[src/rtl/fetch_pkg.sv]
`default_nettype none
// ============================================================================
//  Module      : fetch_pkg
//  Description : Shared types and constants for the instruction-fetch
//                sequencer (state encoding, PC step, instruction width,
//                canonical NOP word).
//  Macro       : PC_CTRL_MISALIGN_TRAP_EN adds the FAULT state.
//  Revision    : 1.0 - initial release
// ============================================================================
package fetch_pkg;

    localparam int INSTR_W = 32;
    localparam int PC_INC  = 4;

    // addi x0, x0, 0
    localparam logic [INSTR_W-1:0] NOP = 32'h0000_0013;

    typedef enum logic [2:0] {
        S_IDLE  = 3'd0,
        S_REQ   = 3'd1,
        S_WAIT  = 3'd2,
        S_HOLD  = 3'd3
`ifdef PC_CTRL_MISALIGN_TRAP_EN
        ,
        S_FAULT = 3'd4
`endif
    } fetch_state_t;

endpackage
`default_nettype wire

[src/rtl/fetch_buf.sv]
`default_nettype none
// ============================================================================
//  Module      : fetch_buf
//  Description : One-entry holding register presenting a fetched instruction
//                and its PC to decode. Flush beats load beats consume.
//  Revision    : 1.0 - initial release
// ============================================================================
module fetch_buf
    import fetch_pkg::*;
#(
    parameter int WIDTH = 32
) (
    input  logic               clk,
    input  logic               rst,
    input  logic               load,
    input  logic               consume,
    input  logic               flush,
    input  logic [INSTR_W-1:0] load_instr,
    input  logic [WIDTH-1:0]   load_pc,
    output logic               valid,
    output logic [INSTR_W-1:0] instr,
    output logic [WIDTH-1:0]   pc
);

    // Entry state: a redirect empties the entry even if a load races it.
    always_ff @(posedge clk or posedge rst) begin
        if (rst) begin
            valid <= 1'b0;
            instr <= '0;
            pc    <= '0;
        end else if (flush) begin
            valid <= 1'b0;
        end else if (load) begin
            valid <= 1'b1;
            instr <= load_instr;
            pc    <= load_pc;
        end else if (consume) begin
            valid <= 1'b0;
        end
    end

endmodule
`default_nettype wire

[src/rtl/fetch_ctrl.sv]
`default_nettype none
// ============================================================================
//  Module      : fetch_ctrl
//  Description : RV32I instruction-fetch sequencer. Owns the PC, issues one
//                outstanding request at a time over a valid/ready handshake,
//                holds the returned instruction for decode, applies execute
//                redirects and discards responses made stale by a redirect.
//  Macro       : PC_CTRL_MISALIGN_TRAP_EN - a redirect to a non-word-aligned
//                target raises a sticky misalign_fault and parks the
//                sequencer in FAULT until reset. When undefined the two
//                target LSBs are ignored.
//  Revision    : 1.0 - initial release
// ============================================================================
module fetch_ctrl
    import fetch_pkg::*;
#(
    parameter int               WIDTH        = 32,
    parameter logic [WIDTH-1:0] RESET_VECTOR = 32'h0000_0000
) (
    input  logic               clk,
    input  logic               rst,
    output logic               imem_req_valid,
    input  logic               imem_req_ready,
    output logic [WIDTH-1:0]   imem_addr,
    input  logic               imem_rsp_valid,
    input  logic [INSTR_W-1:0] imem_rsp_data,
    output logic               if_valid,
    output logic [INSTR_W-1:0] if_instr,
    output logic [WIDTH-1:0]   if_pc,
    input  logic               if_ready,
    input  logic               redirect_valid,
    input  logic [WIDTH-1:0]   redirect_target,
    input  logic               halt,
    output logic               misalign_fault
);

    fetch_state_t     state;
    logic [WIDTH-1:0] pc;
    logic [WIDTH-1:0] req_pc;
    logic [WIDTH-1:0] pc_inc;
    logic [WIDTH-1:0] tgt;
    logic             drop;
    logic             handshake;
    logic             redir;
    logic             buf_load;
    logic             buf_consume;
    logic             buf_flush;

    // The address register is the PC itself; memory samples it only when the
    // handshake completes, so its value outside REQ is irrelevant.
    assign imem_addr = pc;
    assign handshake = imem_req_valid & imem_req_ready;
    assign pc_inc    = pc + WIDTH'(PC_INC);

`ifdef PC_CTRL_MISALIGN_TRAP_EN
    logic fault_hit;
    assign tgt       = redirect_target;
    assign redir     = redirect_valid && (state != S_FAULT);
    assign fault_hit = redir && (redirect_target[1:0] != 2'b00);
`else
    logic unused_tgt_lsb;
    assign unused_tgt_lsb = |redirect_target[1:0];
    assign tgt            = {redirect_target[WIDTH-1:2], 2'b00};
    assign redir          = redirect_valid;
    assign misalign_fault = 1'b0;
`endif

    // A response is only kept when nothing has made it stale.
    assign buf_load    = (state == S_WAIT) && imem_rsp_valid && !drop && !redirect_valid;
    assign buf_consume = (state == S_HOLD) && if_ready;
    assign buf_flush   = redirect_valid;

    fetch_buf #(
        .WIDTH      (WIDTH)
    ) u_buf (
        .clk        (clk),
        .rst        (rst),
        .load       (buf_load),
        .consume    (buf_consume),
        .flush      (buf_flush),
        .load_instr (imem_rsp_data),
        .load_pc    (req_pc),
        .valid      (if_valid),
        .instr      (if_instr),
        .pc         (if_pc)
    );

    // Fetch sequencer: PC, request valid, drop marker and fault flag.
    always_ff @(posedge clk or posedge rst) begin
        if (rst) begin
            state          <= S_IDLE;
            pc             <= RESET_VECTOR;
            req_pc         <= RESET_VECTOR;
            drop           <= 1'b0;
            imem_req_valid <= 1'b0;
`ifdef PC_CTRL_MISALIGN_TRAP_EN
            misalign_fault <= 1'b0;
`endif
        end else begin
`ifdef PC_CTRL_MISALIGN_TRAP_EN
            if (fault_hit) begin
                // Park: no more requests, any in-flight response is ignored.
                state          <= S_FAULT;
                imem_req_valid <= 1'b0;
                drop           <= 1'b0;
                misalign_fault <= 1'b1;
            end else begin
`endif
            case (state)
                S_IDLE: begin
                    if (redir) begin
                        pc <= tgt;
                    end
                    if (!halt) begin
                        state          <= S_REQ;
                        imem_req_valid <= 1'b1;
                    end
                end

                S_REQ: begin
                    if (handshake) begin
                        // Request counts as issued; a concurrent redirect
                        // makes its response stale.
                        req_pc         <= pc;
                        pc             <= redir ? tgt : pc_inc;
                        drop           <= redir;
                        imem_req_valid <= 1'b0;
                        state          <= S_WAIT;
                    end else if (redir) begin
                        pc <= tgt;
                    end
                end

                S_WAIT: begin
                    if (redir) begin
                        pc <= tgt;
                    end
                    if (imem_rsp_valid) begin
                        drop <= 1'b0;
                        if (drop || redir) begin
                            state          <= halt ? S_IDLE : S_REQ;
                            imem_req_valid <= !halt;
                        end else begin
                            state <= S_HOLD;
                        end
                    end else if (redir) begin
                        drop <= 1'b1;
                    end
                end

                S_HOLD: begin
                    // A redirect discards the held word without waiting
                    // for decode.
                    if (redir || if_ready) begin
                        if (redir) begin
                            pc <= tgt;
                        end
                        state          <= halt ? S_IDLE : S_REQ;
                        imem_req_valid <= !halt;
                    end
                end

`ifdef PC_CTRL_MISALIGN_TRAP_EN
                S_FAULT: begin
                    imem_req_valid <= 1'b0;
                end
`endif

                default: begin
                    state          <= S_IDLE;
                    imem_req_valid <= 1'b0;
                end
            endcase
`ifdef PC_CTRL_MISALIGN_TRAP_EN
            end
`endif
        end
    end

endmodule
`default_nettype wire

[config.mk]
export PLATFORM = sky130hd
export DESIGN_NAME = fetch_ctrl
export DESIGN_NICKNAME = d
export VERILOG_FILES = /design/src/rtl/fetch_pkg.sv /design/src/rtl/fetch_buf.sv /design/src/rtl/fetch_ctrl.sv
export SDC_FILE = /design/constraint.sdc
export NUM_CORES = 1
export LEC_CHECK = 0
export ABC_AREA = 1
export BUFFER_PORTS_ARGS = -buffer_cell sky130_fd_sc_hd__buf_2
export CAP_MARGIN = 30
export CELL_PAD_IN_SITES_DETAIL_PLACEMENT = 0
export CELL_PAD_IN_SITES_GLOBAL_PLACEMENT = 2
export CORE_MARGIN = 2
export CORE_UTILIZATION = 32
export DETAILED_ROUTE_END_ITERATION = 10
export HOLD_SLACK_MARGIN = 0.15
export PLACE_DENSITY_LB_ADDON = 0.1
export SLEW_MARGIN = 5
export SYNTH_ARGS = -nofsm -noshare
export SYNTH_HDL_FRONTEND = slang
export SYNTH_SLANG_ARGS = --single-unit
[constraint.sdc]
create_clock -name clk -period 8.5 [get_ports clk]
set_input_delay 1.275 -clock clk [delete_from_list [all_inputs] [get_ports clk]]
set_output_delay 1.275 -clock clk [all_outputs]
set_load 0.1 [all_outputs]
==> results.toml, run 1 <==
[clock_network]
cts_tree = "yes"
clk_transition_reported_paths_ns = 0.06
cts-root-buf = "clkbuf_16"
cts.sinks = 133
worstSkewPairLatency_ns = 0.42
total_cts_buffers = 17
post_cts.resized_instances = 0
cts.hold.buffers_added = 0
max-clock-path-buffers = 2
cts_setup_buffers = 0
h_tree_level_count = 4

[run_status]
outcome = "finished, final reports clean"

[worst_setup_path]
worst_setup_ep_type = "register"
critical_path.max_stage_delay_ns = 0.67
critical-path-slowest-cell = "nand2_1"
setup.worst_path.class = "in -> reg"
critPathMostFrequentCell = "nor2_1"
timing.critical_path.required_ns = 8.79
crit_fanout = 46
critPathLaunchType = "primary input"
cp_cell_sequence = "buf_2 > buf_4 > inv_1 > nand2_1 > inv_2 > nor2_1 > nand3_1 > nor3_1 > nor2_1"
worst-endpoint-arrival_ns = 3.98

[finish]
ant_diodes = 0
area_delta_synth_final_pct = 26.6
final_core_util_pct = 40.9
layout.cells.most_common = "nand2_1"
fillers = 2058
final_layout_size_suffix_gt1_share_pct = 23.1
nNetsFinal = 1031
area_of_all_placed_cells_without_fillers_um2 = 7880
final_cell_mix = "339 x nand2_1, 166 x buf_2, 133 x dfrtp_1"

[min_path]
min-delay-path-class = "reg -> reg"

[routing]
detail-route-antenna-nets = 0
detail_route.iter0.violations = 238
via_per_inst = 4.49
overall_via_count_from_detail_route = 5549
route.detailed.drc = 0
drt_first_pass_iters = 4
wl_per_cell_um = 14.9
wirelength_mm = 18.5

[die]
core_area_um2 = 19300
core.rowCount = 51
initial_core_util_pct = 32.3
pin_count = 170
die_area_um2 = 20600
die_x_um = 143
die_h_um = 143

[sta]
setup_viol = 0
rsz0062_at_grt = "false"
final.min_clock_period_ns = 3.68
fin_tns_setup_ns = 0
timing.final.max_slew_violations = 0
post-route-period-util_pct = 43.3
max_slew.worst_pin.slew_ns = 0.821
fmaxAchievable_mhz = 272
worst_clock_skew_ns = 0.0106
timing_hold_violations_final = 0
max-slew-margin-rel_pct = 45.2

[logic_synthesis]
postSynthCellCount = 801
ys_seq_elements = 133
async_flop_share_pct = 100
ys_types = 33
synth.yosys.warnings = 0
synth-edff-count = 0
netlist_area_um2 = 6220
synthXorXnorAreaFrac_pct = 0.422
avgSynthCellArea_um2 = 7.77
post_synth_mux_area_share_pct = 0.161
dominant_combinational_cell_family_by_area_after_synthesis = "simple AND/OR/NAND/NOR gates"
synth_simple_gate_area_share_pct = 33.4
synth_compound_area_share_pct = 5.93
syn-num-nets = 873
ys.flop_type = "dfrtp_1"
synth_adder_area_share_pct = 0.201
seq_area_frac_synth_pct = 53.5

[global_routing]
global_route.usage.total_pct = 18.2
grt_pass1_wl_mm = 28.9
number_of_global_route_vias_before_repair = 5337
grt-ovfl-total = 0
antenna_found_initial = 0
grt_max_degree = 71

[place]
gp_congestion = 0.867
io_buffer_count = 166
placedInstanceArea_um2 = 7300
dp.final_hpwl_mm = 13.0

[flow_run]
max_cap_violations = 0

[pwr]
vdd_drop_max_mv = 0.224
p_per_area_nw_per_um2 = 462
total_leakage_power_uw = 0.00420
## worst max-delay path, delay by kind of cell
family	cells	cell delay (ns)
simple gates	5	1.28
buf+inv	4	1.40
## power by group
part           switching (uW)  total (uW)  internal [uW]
clock network             288         721            433
registers                 159        1030            871
logic                    1620        1890            273
total                    2070        3640           1580
## final timing paths
kind,start,to,slack [ns],cells past startpoint
worst min register to register,u_buf.instr[27]$_DFFE_PP0P_,u_buf.instr[27]$_DFFE_PP0P_,0.46,2
worst min-delay path,u_buf.instr[27]$_DFFE_PP0P_,u_buf.instr[27]$_DFFE_PP0P_,0.46,2
worst max register to register,state[0]$_DFFE_PP0P_,u_buf.pc[10]$_DFFE_PP0P_,6.12,8
worst max-delay path,redirect_valid,imem_req_valid$_DFFE_PP0P_,4.82,9
max in group asynchronous,rst,imem_addr[19]$_DFFE_PP0P_,6.52,4
min in group asynchronous,rst,u_buf.instr[31]$_DFFE_PP0P_,0.92,2
## state kept, by name, indices dropped and copies added, names as in the netlist
signal,cells
u_buf.valid,1
u_buf.pc,32
state,2
imem_req_valid,1
u_buf.instr,32
imem_addr,32
req_pc,32
drop,1
## cell usage after synthesis (all sizes together) (2+ instances only)
cell type,n,share of area [%]
nand2,342,21
dfrtp,133,53
nor2,83,5.9
inv,60,3.6
nand3,52,4.2
o21ai,44,3.5
buf,27,2.4
a21oi,14,1.2
nand4,14,1.6
clkbuf,6,0.36
nor3,6,0.48
o211ai,6,0.72
xor2,3,0.42
nand3b,2,0.24
## stage by stage
| step | power (uW) | std cells | hold slack, ns | setup WS (ns) |
|---|---|---|---|---|
| 2_1_floorplan | 2600 | 801 | 0.442 | 3.67 |
| 3_3_place_gp | 2920 | 1203 | 0.448 | 4.42 |
| 3_5_place_dp | 2950 | 1205 | 0.453 | 4.39 |
| 4_1_cts | 3680 | 1237 | 0.468 | 4.82 |
| 5_1_grt | 3830 | 1237 | 0.483 | 4.59 |
| 6_report | 3640 | 1237 | 0.462 | 4.82 |
## final cells by class
class | instances | area [um2] | share of cell area (%)
multi-input cells | 575 | 2500 | 31.7
repair buffers | 172 | 908 | 11.5
flip-flops and latches | 133 | 3330 | 42.2
inverters | 60 | 230 | 2.92
clock buffers | 21 | 480 | 6.10
well taps | 265 | 332 | 4.21
clock inverters | 11 | 100 | 1.27
## layer usage
| metal | vias to the layer above | track usage [%] | share of wire (%) |
|---|---|---|---|
| li1 | 2836 | - | - |
| met1 | 2552 | 25.4 | 49 |
| met2 | 146 | 28.3 | 44 |
| met3 | 15 | 4.43 | 5.6 |
| met4 | 0 | 5.21 | 1.2 |
| met5 | - | 0 | 0 |
## cells by family (layout without fill, tap and decap cells)
kind of cell / Yosys count / count (layout)
buffers and inverters: 93 / 264
and+or+nand+nor: 501 / 501
adders and majority gates: 1 / 1
AOI/OAI and AO/OA: 68 / 68
other: 1 / 1
muxes: 1 / 1
xor gates and xnor gates: 3 / 3
DFF: 133 / 133
Power figures use the tool's default switching activity.
==> run 2, diff against run 1 <==
Settings changed: ABC_AREA 1 to 0.
Clock period 8.5 ns to 3.5 ns, I/O delays scaled along.
==> results.toml, run 2 <==
[run_status]
outcome = "finished, final reports clean"

[finish]
final_core_util_pct = 41.5
ant_diodes = 0
layout.cells.most_common = "buf_2"
final_layout_size_suffix_gt1_share_pct = 39.0
nNetsFinal = 760
area_of_all_placed_cells_without_fillers_um2 = 7370
fillers = 1779
area_delta_synth_final_pct = 28.0
final_cell_mix = "166 x buf_2, 133 x dfrtp_1, 122 x nand2_1"

[min_path]
worst_hold_path_cell_count = 3
worstHoldStart = "redirect_target[5]"
min-delay-path-class = "in -> reg"
hold_worst_path_end = "imem_addr[5]$_DFFE_PP0P_"

[routing]
overall_via_count_from_detail_route = 4578
detail_route.iter0.violations = 256
highest-signal-layer = "met4"
wl_met3_um = 730
wl_per_cell_um = 16.5
drt-met1-wl_mm = 7.46
wirelength_mm = 15.3
drt_first_pass_iters = 4
route.detailed.drc = 0
via_per_inst = 4.93
detail-route-antenna-nets = 0
met2WireLength_mm = 6.98

[worst_setup_path]
end_of_the_worst_register_to_register_path = "imem_addr[24]$_DFFE_PP0P_"
worst-endpoint-arrival_ns = 2.68
critPathMostFrequentCell = "buf_4"
setup.reg_to_reg.worst_slack_ns = 1.15
worst_setup_ep_type = "register"
critical-path-slowest-cell = "dfrtp_1"
cp_cell_sequence = "and4b_2 > buf_4 > buf_4 > nand4_1 > or4_1 > o211ai_1"
crit_fanout = 14
critical_path.max_stage_delay_ns = 0.58
timing.critical_path.required_ns = 3.82
setup.worst_path.class = "reg -> reg"
critPathLaunchType = "register"
r2r.worst_path.cells = 6
crit-reg2reg-launch = "state[0]$_DFFE_PP0P_"

[place]
dp.final_hpwl_mm = 10.4
io_buffer_count = 166
gp_congestion = 0.758
placedInstanceArea_um2 = 6820

[logic_synthesis]
synth-edff-count = 0
netlist_top_cells_area = "dfrtp_1 58%, mux2_2 13%, nand2_1 8.0%"
netlist_area_um2 = 5760
seq_area_frac_synth_pct = 57.8
postSynthCellCount = 525
dominant_combinational_cell_family_by_area_after_synthesis = "simple AND/OR/NAND/NOR gates"
synthXorXnorAreaFrac_pct = 1.06
synth.most_common_cell = "dfrtp_1"
post_synth_mux_area_share_pct = 13.5
synth_adder_area_share_pct = 0.217
synth.largest_area_cell = "dfrtp_1"
synthDominantCellAreaShare_pct = 57.8
synth_compound_area_share_pct = 6.82
synth.yosys.warnings = 0
ys_types = 45
avgSynthCellArea_um2 = 11.0
synth_simple_gate_area_share_pct = 18.1
syn-num-nets = 597
ys_seq_elements = 133
async_flop_share_pct = 100
yosys-top-cells-count = "133 x dfrtp_1, 122 x nand2_1, 66 x mux2_2"
ys.flop_type = "dfrtp_1"

[clock_network]
h_tree_level_count = 4
cts.hold.buffers_added = 0
worstSkewPairLatency_ns = 0.41
cts-root-buf = "clkbuf_16"
max-clock-path-buffers = 2
cts_tree = "yes"
clk_transition_reported_paths_ns = 0.06
post_cts.resized_instances = 0
total_cts_buffers = 17
cts_setup_buffers = 0
cts.sinks = 133

[sta]
timing.final.max_slew_violations = 0
max_slew.worst_pin.slew_ns = 0.934
fin_tns_setup_ns = 0
setup_viol = 0
post-route-period-util_pct = 67.3
rsz0062_at_grt = "false"
max-slew-margin-rel_pct = 37.8
fmaxAchievable_mhz = 425
timing_hold_violations_final = 0
worst_clock_skew_ns = 0.00864
final.min_clock_period_ns = 2.35

[global_routing]
antenna_found_initial = 0
grt-ovfl-total = 0
grt_pass1_wl_mm = 25.0
grt_max_degree = 134
number_of_global_route_vias_before_repair = 4620
global_route.usage.total_pct = 16.5

[die]
die_h_um = 138
pin_count = 170
initial_core_util_pct = 32.4
core_area_um2 = 17800
die_x_um = 138
die_area_um2 = 19100
core.rowCount = 49

[flow_run]
max_cap_violations = 0
==> run 2: cell families (layout without fill, tap and decap cells) <==
kind of cell             Yosys count  after routing
flip-flops                       133            133
buffers and inverters             35            210
multiplexers                      68             68
adder cells (fa/ha/maj)            1              1
AND/OR/NAND/NOR                  219            219
AO/OA/AOI/OAI                     61             61
other                              1              1
XOR/XNOR                           7              7
==> run 2: area by class of cell <==
cell class | count | area (um2) | share of cell area, %
clock buffers | 22 | 474 | 6.43
clock inverters | 9 | 78.8 | 1.07
inverters | 7 | 30.0 | 0.407
multi-input cells | 357 | 2290 | 31.0
flip-flops and latches | 133 | 3330 | 45.1
well taps | 229 | 287 | 3.89
repair buffers | 172 | 888 | 12.0
==> run 2: how the worst max path moves through the flow <==
stage	start	end	slack [ns]	depth (start not counted)
6_report	state[0]$_DFFE_PP0P_	imem_addr[24]$_DFFE_PP0P_	1.15	6
5_1_grt	state[0]$_DFFE_PP0P_	imem_addr[24]$_DFFE_PP0P_	0.98	6
4_1_cts	state[0]$_DFFE_PP0P_	imem_addr[24]$_DFFE_PP0P_	1.13	6
3_5_place_dp	state[0]$_DFFE_PP0P_	imem_addr[24]$_DFFE_PP0P_	1.14	6
3_3_place_gp	imem_req_ready	imem_addr[24]$_DFFE_PP0P_	1.12	7
2_1_floorplan	imem_req_valid$_DFFE_PP0P_	imem_addr[19]$_DFFE_PP0P_	0.87	5
==> run 2: per-layer routing <==
metal  global-route usage, %  vias to the layer above
li1                        -                     2184
met1                    23.6                     2251
met2                    25.1                      134
met3                    4.19                        9
met4                    4.67                        0
met5                       0                        -
==> run 2: metrics by stage <==
stage	instances	hold slack (ns)	setup WS [ns]
after floorplan	525	0.442	0.868
after global placement	898	0.455	1.12
after detailed placement	898	0.460	1.14
after CTS	929	0.301	1.13
after global routing	929	0.315	0.981
final	929	0.316	1.15
==> run 2: worst max-delay path, delay by kind of cell (launching register included) <==
| family | cells | cell delay, ns |
|---|---|---|
| AND/OR/NAND/NOR | 3 | 1.07 |
| buffers and inverters | 2 | 0.52 |
| AO/OA/AOI/OAI | 1 | 0.10 |
| flip-flops | 1 | 0.58 |
Power of run 2 is left out: the tool's default activity adds up to more than one toggle a clock period on the data nets, which glitch-free logic cannot reach.
==> run 3, diff against run 2 <==
Settings changed: CORE_UTILIZATION 32 to 29.
Clock period 3.5 ns to 2.1 ns, I/O delays scaled along.
==> results.toml, run 3 (synthesized netlist as in run 2, its figures left out) <==
[clock_network]
max-clock-path-buffers = 2
cts.sinks = 133
total_cts_buffers = 17
cts-root-buf = "clkbuf_16"
worstSkewPairLatency_ns = 0.41
cts_tree = "yes"
h_tree_level_count = 4
clk_transition_reported_paths_ns = 0.06

[finish]
area_delta_synth_final_pct = 43.3
final_layout_size_suffix_gt1_share_pct = 41.7
number_of_standard_cells_in_the_final_layout_excluding_fillers = 1037
final_core_util_pct = 42.4
final_cell_mix = "166 x buf_2, 122 x nand2_1, 106 x dfrtp_1"
layout.cells.most_common = "buf_2"
ant_diodes = 0
nNetsFinal = 831

[worst_setup_path]
setup.worst_path.class = "reg -> reg"
critical_path.startpoint = "imem_addr[2]$_DFFE_PP0P_"
critPathLaunchType = "register"
crit_fanout = 9
worst-endpoint-arrival_ns = 2.32
worst_setup_ep_type = "register"
cp_capture_point = "imem_addr[25]$_DFFE_PP0P_"
r2r.worst_path.cells = 5
crit-reg2reg-launch = "imem_addr[2]$_DFFE_PP0P_"
end_of_the_worst_register_to_register_path = "imem_addr[25]$_DFFE_PP0P_"
timing.critical_path.required_ns = 2.43
setup.reg_to_reg.worst_slack_ns = 0.11

[routing]
drt_first_pass_iters = 4
via_per_inst = 4.60
detail_route.iter0.violations = 194
wl_per_cell_um = 16.0
detail-route-antenna-nets = 0
route.detailed.drc = 0
wirelength_mm = 16.5
overall_via_count_from_detail_route = 4769

[global_routing]
antenna_found_initial = 0
grt_pass1_wl_mm = 27.0
grt_max_degree = 83
number_of_global_route_vias_before_repair = 4885
global_route.usage.total_pct = 16.2
grt-ovfl-total = 0

[sta]
timing_hold_violations_final = 0
post-route-period-util_pct = 94.9
finalHoldWorstSlack_ns = 0.168
fin_tns_setup_ns = 0
max_slew.worst_pin.slew_ns = 0.519
fmaxAchievable_mhz = 502
final.min_clock_period_ns = 1.99
worst_clock_skew_ns = 0.0121
setup_viol = 0
finalWorstSetupSlack_ns = 0.107
max-slew-margin-rel_pct = 65.6
timing.final.max_slew_violations = 0
rsz0062_at_grt = "false"

[die]
initial_core_util_pct = 29.6
die_area_um2 = 21000
die_h_um = 145
pin_count = 170
core_area_um2 = 19500
core.rowCount = 51
die_x_um = 145

[min_path]
min-delay-path-class = "in -> reg"

[pwr]
p_per_area_nw_per_um2 = 1720
vdd_drop_max_mv = 0.657
total_leakage_power_uw = 0.00395

[place]
io_buffer_count = 166
dp.final_hpwl_mm = 11.5
gp_congestion = 0.763
placedCellCount = 953
dp_worst_setup_slack_ns = 0.0601

[run_status]
outcome = "finished, final reports clean"

[flow_run]
max_cap_violations = 0
==> run 3: critical path, cell delays in order (launching register included) <==
cell     delay, ns
dfrtp_2       0.45
nand3_2       0.10
or4_4         0.61
buf_12        0.18
or4_1         0.40
a31oi_1       0.16
==> run 3: worst min path at each step <==
| stage | cells after the start | endpoint | start | slack (ns) |
|---|---|---|---|---|
| after floorplan | 1 | state[0]$_DFFE_PP0P_ | halt | 0.41 |
| after global placement | 2 | u_buf.instr[24]$_DFFE_PP0P_ | rst | 0.23 |
| after detailed placement | 2 | u_buf.instr[24]$_DFFE_PP0P_ | rst | 0.23 |
| after CTS | 3 | imem_addr[14]$_DFFE_PP0P_ | redirect_target[14] | 0.15 |
| after global routing | 3 | imem_addr[23]$_DFFE_PP0P_ | redirect_target[23] | 0.17 |
| final | 3 | imem_addr[23]$_DFFE_PP0P_ | redirect_target[23] | 0.17 |
==> run 3: layout make-up <==
class | count | area, um2
clock buffers | 24 | 482
multi-input cells | 357 | 2310
well taps | 265 | 332
clock inverters | 8 | 146
inverters | 7 | 30.0
flip-flops and latches | 133 | 3360
repair buffers | 243 | 1580
fillers | 1916 | 11200
==> run 3: report_power, final <==
part           leakage (uW)  internal (uW)  total, uW  switching (uW)
combinational       0.00202           1340       6990            5650
clock              0.000305           2080       3170            1080
sequential          0.00163           3490       4000             513
==> run 3: routing by layer <==
layer | part of all wire (%) | global-route usage (%)
met5 | 0 | 0
met4 | 0.91 | 4.41
met3 | 5.5 | 4.56
met2 | 46 | 25.0
met1 | 48 | 22.3
==> run 3: through the flow <==
step	power (uW)	area [um2]
floorplan	9740	5820
global placement	10900	7090
detailed placement	11000	7090
CTS	14300	8220
global route	14800	8250
finish	14200	8250
==> run 3: what timing repair did <==
| item | 4_1_cts | 5_1_grt |
|---|---|---|
| buffers inserted | 0 | 2 |
| endpoints found under the setup margin | 0 | 1 |
| gates resized for setup | 0 | 2 |
| hold buffers | 50 | 0 |
| endpoints found under the hold margin | 140 | 0 |
